--- src/rtl/ahb_switch_slave_port.sv ---
// Slave-side port of the AHB3-Lite multi-layer switch: arbitrates master-port requests
// and drives the winner onto the slave bus. Define AHB_SWITCH_ROUND_ROBIN_EN for round-robin ties.
module ahb_switch_slave_port #(
   parameter int HADDR_SIZE = 32,
   parameter int HDATA_SIZE = 32,
   parameter int MASTERS    = 3
) (
   input  logic                    HCLK,
   input  logic                    HRESET,

   input  logic [2:0]              mstpriority  [MASTERS],
   input  logic [MASTERS-1:0]      mstHSEL,
   input  logic [HADDR_SIZE-1:0]   mstHADDR     [MASTERS],
   input  logic [HDATA_SIZE-1:0]   mstHWDATA    [MASTERS],
   input  logic [MASTERS-1:0]      mstHWRITE,
   input  logic [2:0]              mstHSIZE     [MASTERS],
   input  logic [2:0]              mstHBURST    [MASTERS],
   input  logic [3:0]              mstHPROT     [MASTERS],
   input  logic [1:0]              mstHTRANS    [MASTERS],
   input  logic [MASTERS-1:0]      mstHMASTLOCK,
   input  logic [MASTERS-1:0]      mstHREADY,
   input  logic [MASTERS-1:0]      can_switch,

   output logic [MASTERS-1:0]      master_granted,
   output logic [HDATA_SIZE-1:0]   mstHRDATA,
   output logic [MASTERS-1:0]      mstHREADYOUT,
   output logic [MASTERS-1:0]      mstHRESP,

   output logic                    HSEL,
   output logic [HADDR_SIZE-1:0]   HADDR,
   output logic [HDATA_SIZE-1:0]   HWDATA,
   output logic                    HWRITE,
   output logic [2:0]              HSIZE,
   output logic [2:0]              HBURST,
   output logic [3:0]              HPROT,
   output logic [1:0]              HTRANS,
   output logic                    HMASTLOCK,
   output logic                    HREADY,
   input  logic [HDATA_SIZE-1:0]   HRDATA,
   input  logic                    HREADYOUT,
   input  logic                    HRESP
);

   localparam int         IDX_W       = (MASTERS > 1) ? $clog2(MASTERS) : 1;
   localparam logic [1:0] HTRANS_IDLE = 2'b00;

   logic [MASTERS-1:0]    data_owner;
   logic [MASTERS-1:0]    winner_onehot;
   logic [IDX_W-1:0]      winner_idx;
   logic [2:0]            best_pri;
   logic                  found;
   logic                  grant_ok;

   logic                  own_sel, own_cs, own_lock, own_write;
   logic [HADDR_SIZE-1:0] own_addr;
   logic [2:0]            own_size, own_burst;
   logic [3:0]            own_prot;
   logic [1:0]            own_trans;

   // The master-side HREADY is not needed: this port is the only master on its bus.
   logic                  unused_mst_hready;
   assign unused_mst_hready = ^mstHREADY;

`ifdef AHB_SWITCH_ROUND_ROBIN_EN
   logic [IDX_W-1:0]      rr_ptr;
   int                    idx;

   // Scan from rr_ptr; strict '>' keeps the first hit in scan order on ties.
   always_comb begin
      // NOTE: every comb output gets a default first so no path can infer a latch.
      found      = 1'b0;
      best_pri   = '0;
      winner_idx = '0;
      idx        = 0;
      for (int k = 0; k < MASTERS; k++) begin
         idx = int'(rr_ptr) + k;
         if (idx >= MASTERS) idx = idx - MASTERS;
         if (mstHSEL[idx] && (!found || mstpriority[idx] > best_pri)) begin
            found      = 1'b1;
            best_pri   = mstpriority[idx];
            winner_idx = IDX_W'(idx);
         end
      end
   end
`else
   always_comb begin
      // NOTE: every comb output gets a default first so no path can infer a latch.
      found      = 1'b0;
      best_pri   = '0;
      winner_idx = '0;
      for (int i = 0; i < MASTERS; i++) begin
         if (mstHSEL[i] && (!found || mstpriority[i] > best_pri)) begin
            found      = 1'b1;
            best_pri   = mstpriority[i];
            winner_idx = IDX_W'(i);
         end
      end
   end
`endif

   assign winner_onehot = found ? (MASTERS'(1) << winner_idx) : '0;

   always_comb begin
      own_sel   = 1'b0;
      own_cs    = 1'b0;
      own_lock  = 1'b0;
      own_write = 1'b0;
      own_addr  = '0;
      own_size  = '0;
      own_burst = '0;
      own_prot  = '0;
      own_trans = HTRANS_IDLE;
      for (int i = 0; i < MASTERS; i++) begin
         if (master_granted[i]) begin
            own_sel   = mstHSEL[i];
            own_cs    = can_switch[i];
            own_lock  = mstHMASTLOCK[i];
            own_write = mstHWRITE[i];
            own_addr  = mstHADDR[i];
            own_size  = mstHSIZE[i];
            own_burst = mstHBURST[i];
            own_prot  = mstHPROT[i];
            own_trans = mstHTRANS[i];
         end
      end
   end

   // A locked owner that still requests keeps the bus regardless of can_switch.
   assign grant_ok = HREADYOUT
                   && (~|master_granted || own_cs || !own_sel)
                   && !(own_lock && own_sel);

   always_ff @(posedge HCLK or posedge HRESET) begin
      if (HRESET) begin
         master_granted <= '0;
         data_owner     <= '0;
      end else begin
         // NOTE: state registers use non-blocking assignments so every flop samples pre-edge values.
         if (grant_ok && found) master_granted <= winner_onehot;
         if (HREADYOUT)
            data_owner <= (HSEL && HTRANS != HTRANS_IDLE) ? master_granted : '0;
      end
   end

`ifdef AHB_SWITCH_ROUND_ROBIN_EN
   always_ff @(posedge HCLK or posedge HRESET) begin
      if (HRESET) begin
         rr_ptr <= '0;
      end else if (grant_ok && found && winner_onehot != master_granted) begin
         rr_ptr <= (winner_idx == IDX_W'(MASTERS - 1)) ? '0 : winner_idx + 1'b1;
      end
   end
`endif

   assign HSEL      = |master_granted & own_sel;
   assign HADDR     = own_addr;
   assign HWRITE    = own_write;
   assign HSIZE     = own_size;
   assign HBURST    = own_burst;
   assign HPROT     = own_prot;
   assign HTRANS    = HSEL ? own_trans : HTRANS_IDLE;
   assign HMASTLOCK = own_lock;
   assign HREADY    = HREADYOUT;

   always_comb begin
      HWDATA = '0;
      for (int i = 0; i < MASTERS; i++) begin
         if (data_owner[i]) HWDATA = HWDATA | mstHWDATA[i];
      end
   end

   assign mstHRDATA    = HRDATA;
   assign mstHREADYOUT = ~data_owner | {MASTERS{HREADYOUT}};
   assign mstHRESP     = data_owner & {MASTERS{HRESP}};

`ifndef SYNTHESIS
   assert property (@(posedge HCLK) disable iff (HRESET) $onehot0(master_granted));
   assert property (@(posedge HCLK) disable iff (HRESET) $onehot0(data_owner));
`endif

endmodule
--- config.mk ---
export PLATFORM = sky130hd
export DESIGN_NAME = ahb_switch_slave_port
export DESIGN_NICKNAME = d
export VERILOG_FILES = /design/src/rtl/ahb_switch_slave_port.sv
export SDC_FILE = /design/constraint.sdc
export NUM_CORES = 1
export LEC_CHECK = 0
export ABC_AREA = 1
export BUFFER_PORTS_ARGS = -buffer_cell sky130_fd_sc_hd__buf_2
export CORE_AREA = 2 2 157 159
export CTS_CLUSTER_DIAMETER = 30
export DETAILED_ROUTE_END_ITERATION = 10
export DIE_AREA = 0 0 159 161
export HOLD_SLACK_MARGIN = 0.02
export PLACE_DENSITY_LB_ADDON = 0.05
export SYNTH_ARGS = -nofsm -noshare
export SYNTH_HDL_FRONTEND = slang
export SYNTH_SLANG_ARGS = --single-unit
--- constraint.sdc ---
create_clock -name HCLK -period 1.91 [get_ports HCLK]
set_clock_uncertainty 0.2 [all_clocks]
set_input_delay 0.191 -clock HCLK [delete_from_list [all_inputs] [get_ports HCLK]]
set_output_delay 0.191 -clock HCLK [all_outputs]
set_load 0.05 [all_outputs]
# --- Word level (Yosys, flattened, before mapping) ---
# Index checks and enable logic that the tools add are counted.
totals:
  wordCells: 69
  input_bits: 288
  ff_bits: 6
op_classes:
  magnitude_cmp: 2
  n_shift: 1
  reduce_logical: 18
  bitwise: 6
  n_mux: 40
ops:
  columns: ["operator", "n"]
  rows:
  - ["$mux W32", 6]
  - ["$or A32 B32 Y32", 2]
  - ["$mux W3", 10]
  - ["$mux W1", 16]
  - ["$mux W4", 3]
  - ["$mux W2", 5]
  - ["$logic_and A1 B1 Y1", 7]
  - ["$gt A3 B3 Y1", 2]
  - ["$logic_not A1 Y1", 5]
  - ["$logic_or A1 B1 Y1", 4]
  - ["$and A3 B3 Y3", 1]
  - ["$not A3 Y3", 1]
  - ["$or A3 B3 Y3", 1]
  - ["$reduce_or A3 Y1", 1]
  - ["$shl A1 B2 Y3 const A", 1]
  - ["$reduce_bool A2 Y1", 1]
  - ["$and A1 B1 Y1", 1]

# --- Longest topological paths before layout ---
depth:
  ltp_word: 11
  mapped_depth: 19

# --- Least setup slack after synthesis ---
# OpenSTA, ideal clock, no wires.
synth_path:
  path_kind: "register to output"
  from: "register master_granted[1]"
  to: "output port HADDR[22]"
  arrival_time_ps: 2373
  path_stages_with_launch: 6
  slack_ps: -854
  n_path_buf: 3
  required_time_ps: 1519
  cell_sequence: "dfrtp_1 buf_6 buf_2 buf_2 a22oi_1 o21ai_0"
synth_via:
  elab_chain_len: 2
synth_lines:
  columns: ["element", "line_no", "rtl"]
  rows:
  - ["start: declaration", "24", "output logic [MASTERS-1:0] master_granted,"]
  - ["start signal: assignment", "139", "if (grant_ok && found) master_granted <= winner_onehot;"]
  - ["$mux W32 (2 in a row)", "114", "if (master_granted[i]) begin"]
  - ["end: declaration", "30", "output logic [HADDR_SIZE-1:0] HADDR,"]
# Every way passes these cells.

# --- Final worst setup path ---
layout_path:
  from: "input port mstHSEL[0]"
  to: "register master_granted[1]"
layout_via:
  elab_chain_len: 11
  elab_cells_between_ends: 27
  classes_between: "2 x order compare; 1 x shift; 11 x mux; 13 x reduce/logical"
layout_lines:
  columns: ["element", "line_no", "rtl"]
  rows:
  - ["start: declaration", "12", "input logic [MASTERS-1:0] mstHSEL,"]
  - ["$mux W3 / $mux W1 (equally long branches)", "92", "if (mstHSEL[i] && (!found || mstpriority[i] > best_pri)) begin"]
  - ["$gt A3 B3 Y1 / $logic_not A1 Y1 (equally long branches)", "92", null]
  - ["$logic_or A1 B1 Y1", "92", null]
  - ["$logic_and A1 B1 Y1", "92", null]
  - ["$mux W3 / $mux W1 (equally long branches)", "92", null]
  - ["$gt A3 B3 Y1 / $logic_not A1 Y1 (equally long branches)", "92", null]
  - ["$logic_or A1 B1 Y1", "92", null]
  - ["$logic_and A1 B1 Y1", "92", null]
  - ["$mux W2", "92", null]
  - ["$shl A1 B2 Y3", "101", "assign winner_onehot = found ? (MASTERS'(1) << winner_idx) : '0;"]
  - ["$mux W3", "101", null]
# Parallel ways exist; a longest one is shown, timed or not.
# A chain may end at the register's enable or synchronous reset.

==> out/qor.tcl <==
set qor(layout.cells.most_common) {sky130_fd_sc_hd__buf_2}
set qor(timing.max_slew.rel_slack) 0.814
set qor(grt.total_usage) 0.112
set qor(die_footprint_sq_um) 25600
set qor(power.density_nw_per_um2) 1830
set qor(violations) {setup timing}
set qor(crit_path_max_fanout) 4
set qor(share_comb_of_total_power) 0.946
set qor(hold_path_end) {master_granted[2]}
set qor(most-common-layout-cells) {sky130_fd_sc_hd__buf_2, sky130_fd_sc_hd__nand2_1, sky130_fd_sc_hd__a22oi_2}
set qor(net-switching-power_w) 0.00675
set qor(postPlaceCellArea_sq_um) 4810
set qor(globalRoute.totalOverflow) 0
set qor(finalWirelength_mm) 16.0
set qor(clkLatencyLatePin_ns) 0.23
set qor(irDropWorstVdd_mv) 0.794
set qor(async_flop_share) 1.00
set qor(timing.critical_path.mode_cell) {sky130_fd_sc_hd__buf_4}
set qor(final_net_count) 1060
set qor(power.switching_fraction) 0.611
set qor(timing.rr.start) {master_granted[1]}
set qor(place.gp.congestion) 0.811
set qor(syn2layout_area_growth_pct) 165
set qor(whs_path_depth) 3
set qor(setup_slack_ns) -0.202
set qor(floorplan.initialDensity) 0.0952
set qor(num_rows) 57
set qor(timing.final.crit_share) 1.11
set qor(timing.reg2reg.worst_path_depth) 9
set qor(worst_path_largest_cell_delay_ns) 0.29
set qor(fin_cells) 1089
set qor(drcViolationCount) 0
set qor(synth_top_area_share) 0.300
set qor(regToRegEndpoint) {master_granted[2]}
set qor(ctsLongestPathBuffers) 2
set qor(clock-sinks) 6
set qor(design_area_sq_um) 6040
set qor(yosysSeqAreaShare) 0.0658
set qor(yosysWarningCount) 0
set qor(pwr-share-seq) 0.022
set qor(grt_setup_unrepaired) {true}
set qor(synth_area_leader_cell) {sky130_fd_sc_hd__nand2_1}
set qor(die_height_um) 161
set qor(cts_htree_levels) 1
set qor(detailedRoute.firstIterationViolations) 132
set qor(root_buffer) {sky130_fd_sc_hd__clkbuf_16}
set qor(grt_start_max_net_pins) 35
set qor(antenna-diode-count) 0
set qor(area.sequential_sq_um) 156
set qor(worst_ep_required_time_ns) 1.82
set qor(synth_area_sq_um) 2280
set qor(cp_top_family) {buffers and inverters}
set qor(tritoncts) {yes}
set qor(via_per_inst) 3.97
set qor(synth_area_per_cell_sq_um) 5.27
set qor(timing.setup.critical_path_class) {in -> reg}
set qor(total_power_w) 0.0111
set qor(worst_path_buffer_plus_inverter_count) 10
set qor(maxCapViolations) 0
set qor(synth_cell_types) 23
set qor(utilization) 0.252
set qor(worstMarginPinSlew_ns) 0.280
set qor(setup_viol_count_final) 48
set qor(core_area_sq_um) 24000
set qor(drt-pass1-iter-count) 4
set qor(timing.critical_path.cells) {buf_12 > nand2_2 > inv_2 > ha_2 > nand3_1 > nand2_1 > nand2_2 > buf_4 > buf_4 > buf_4 > buf_4 > buf_4 > buf_4 > buf_4 > buf_4 > nand3_2 > o21ai_1}
set qor(port_buffers) 341
set qor(min-delay-path-class) {in -> reg}
set qor(multiInputGateArea_sq_um) 2490
set qor(postSynthCellCount) 433
set qor(number_of_antenna_violations_at_the_first_check_in_global_routing) 0
set qor(grt_first_pass_wirelength_mm) 23.2
set qor(synth-edff-count) 0
set qor(hold_slack_ns) 0.0882
set qor(max_freq_ghz) 0.473
set qor(internal_power_w) 0.00430
set qor(power_frac_clock) 0.031
set qor(clkSlewWorstSetupHoldPaths_ns) 0.04
set qor(synth_ff_type) {sky130_fd_sc_hd__dfrtp_1}
set qor(drt-wirelength-per-cell_um) 14.7
set qor(dr_total_vias) 4323
set qor(place.detailed.instances) 1055
set qor(power.leakage_nw) 2.94
set qor(regToRegSetupSlack_ns) 0.09
set qor(cts-buffers-inserted) 3
set qor(fillers) 2696
set qor(synth.ff_latch_count) 6
set qor(hp-start) {mstHSEL[2]}
set qor(critical_path_arrival_ns) 2.02
set qor(antenna_nets_post_route) 0
set qor(post_layout_minimum_cycle_time_ns) 2.11
set qor(outcome) {finished with violations}
set qor(hold_viol) 0
set qor(final_layout_size_suffix_gt1_frac) 0.680
set qor(pin_count) 409
set qor(critical_path.slowest_cell) {sky130_fd_sc_hd__ha_2}
set qor(setup.worst_path.end_class) {flip-flop}
set qor(synth.top_cells.by_area) {sky130_fd_sc_hd__nand2_1, sky130_fd_sc_hd__a22oi_1, sky130_fd_sc_hd__buf_4}
set qor(grt_pass1_vias) 4492
set qor(syn_nets) 727
set qor(setup.worst_path.start_class) {input pin}
set qor(drv_slew) 0
set qor(die_x_um) 159
set qor(dp_hpwl_mm) 11.6
[power by group through the flow]
stage | clock, W | sequential [W] | combinational, W
floorplan | 0 | 0.000319 | 0.00629
global placement | 0 | 0.000296 | 0.00822
detailed placement | 0 | 0.000297 | 0.00821
CTS | 0.000354 | 0.000249 | 0.0101
global route | 0.000365 | 0.000256 | 0.0110
finish | 0.000348 | 0.000247 | 0.0105
[cell type report]
cell class              instances  share of cell area
multi-input cells             342               0.413
repair buffers                393               0.466
flip-flops and latches          6              0.0259
well taps                     324              0.0671
inverters                      20              0.0157
clock buffers                   4              0.0130
[stage by stage]
step	worst slack [ns]	TNS (ns)
finish	-0.202	-3.43
global route	-0.318	-7.19
CTS	-0.0934	-1.91
detailed placement	-0.524	-1.41
global placement	-0.510	-1.37
floorplan	-0.144	-1.54
[cells in the mapped netlist (all sizes together) (6+ instances only)]
library cell / n
a21oi: 8
a22oi: 43
buf: 46
clkbuf: 19
dfrtp: 6
ha: 6
inv: 19
nand2: 182
nand3: 42
nor2: 7
o21ai: 50
[worst reg2reg max path: cells and delay by family, from the launching register on]
family | cells | cell delay (ns)
buffers and inverters | 2 | 0.44
and+or+nand+nor | 5 | 0.42
AOI/OAI and AO/OA | 2 | 0.23
DFF | 1 | 0.45
[flip-flops by register name, summed over array words and instances, names as in the netlist]
| name | flops |
|---|---|
| data_owner | 3 |
| master_granted | 3 |
[how the worst max path moves through the flow]
| stage | start | to | slack (ns) | cells past startpoint |
|---|---|---|---|---|
| after floorplan | mstpriority[8] | master_granted[1] | -0.14 | 17 |
| after global placement | mstHSEL[0] | master_granted[1] | -0.51 | 18 |
| after detailed placement | mstHSEL[0] | master_granted[1] | -0.52 | 18 |
| after CTS | mstHSEL[0] | master_granted[1] | -0.09 | 18 |
| after global routing | mstHSEL[0] | master_granted[1] | -0.32 | 18 |
| final | mstHSEL[0] | master_granted[1] | -0.20 | 17 |
[metal layers]
| layer | wire length [um] | track usage |
|---|---|---|
| met1 | 5820 | 0.115 |
| met3 | 1310 | 0.0316 |
| met2 | 8640 | 0.223 |
| met4 | 265 | 0.0260 |
| met5 | 0 | 0 |
[logic make-up after synthesis]
group | count (synthesis) | share of synthesized area
DFF | 6 | 0.0658
and+or+nand+nor | 234 | 0.417
buffers and inverters | 85 | 0.205
AOI/OAI and AO/OA | 102 | 0.279
adders and majority gates | 6 | 0.0329
[repair_timing]
item / 4_1_cts / 5_1_grt
buffers inserted: 16 / 6
pin swaps: 36 / 33
endpoints found under the hold margin: 6 / 0
endpoints found under the setup margin: 49 / 52
cloned: 3 / 6
resized for setup: 172 / 38
hold buffers: 1 / 0
Power figures use the tool's default switching activity.
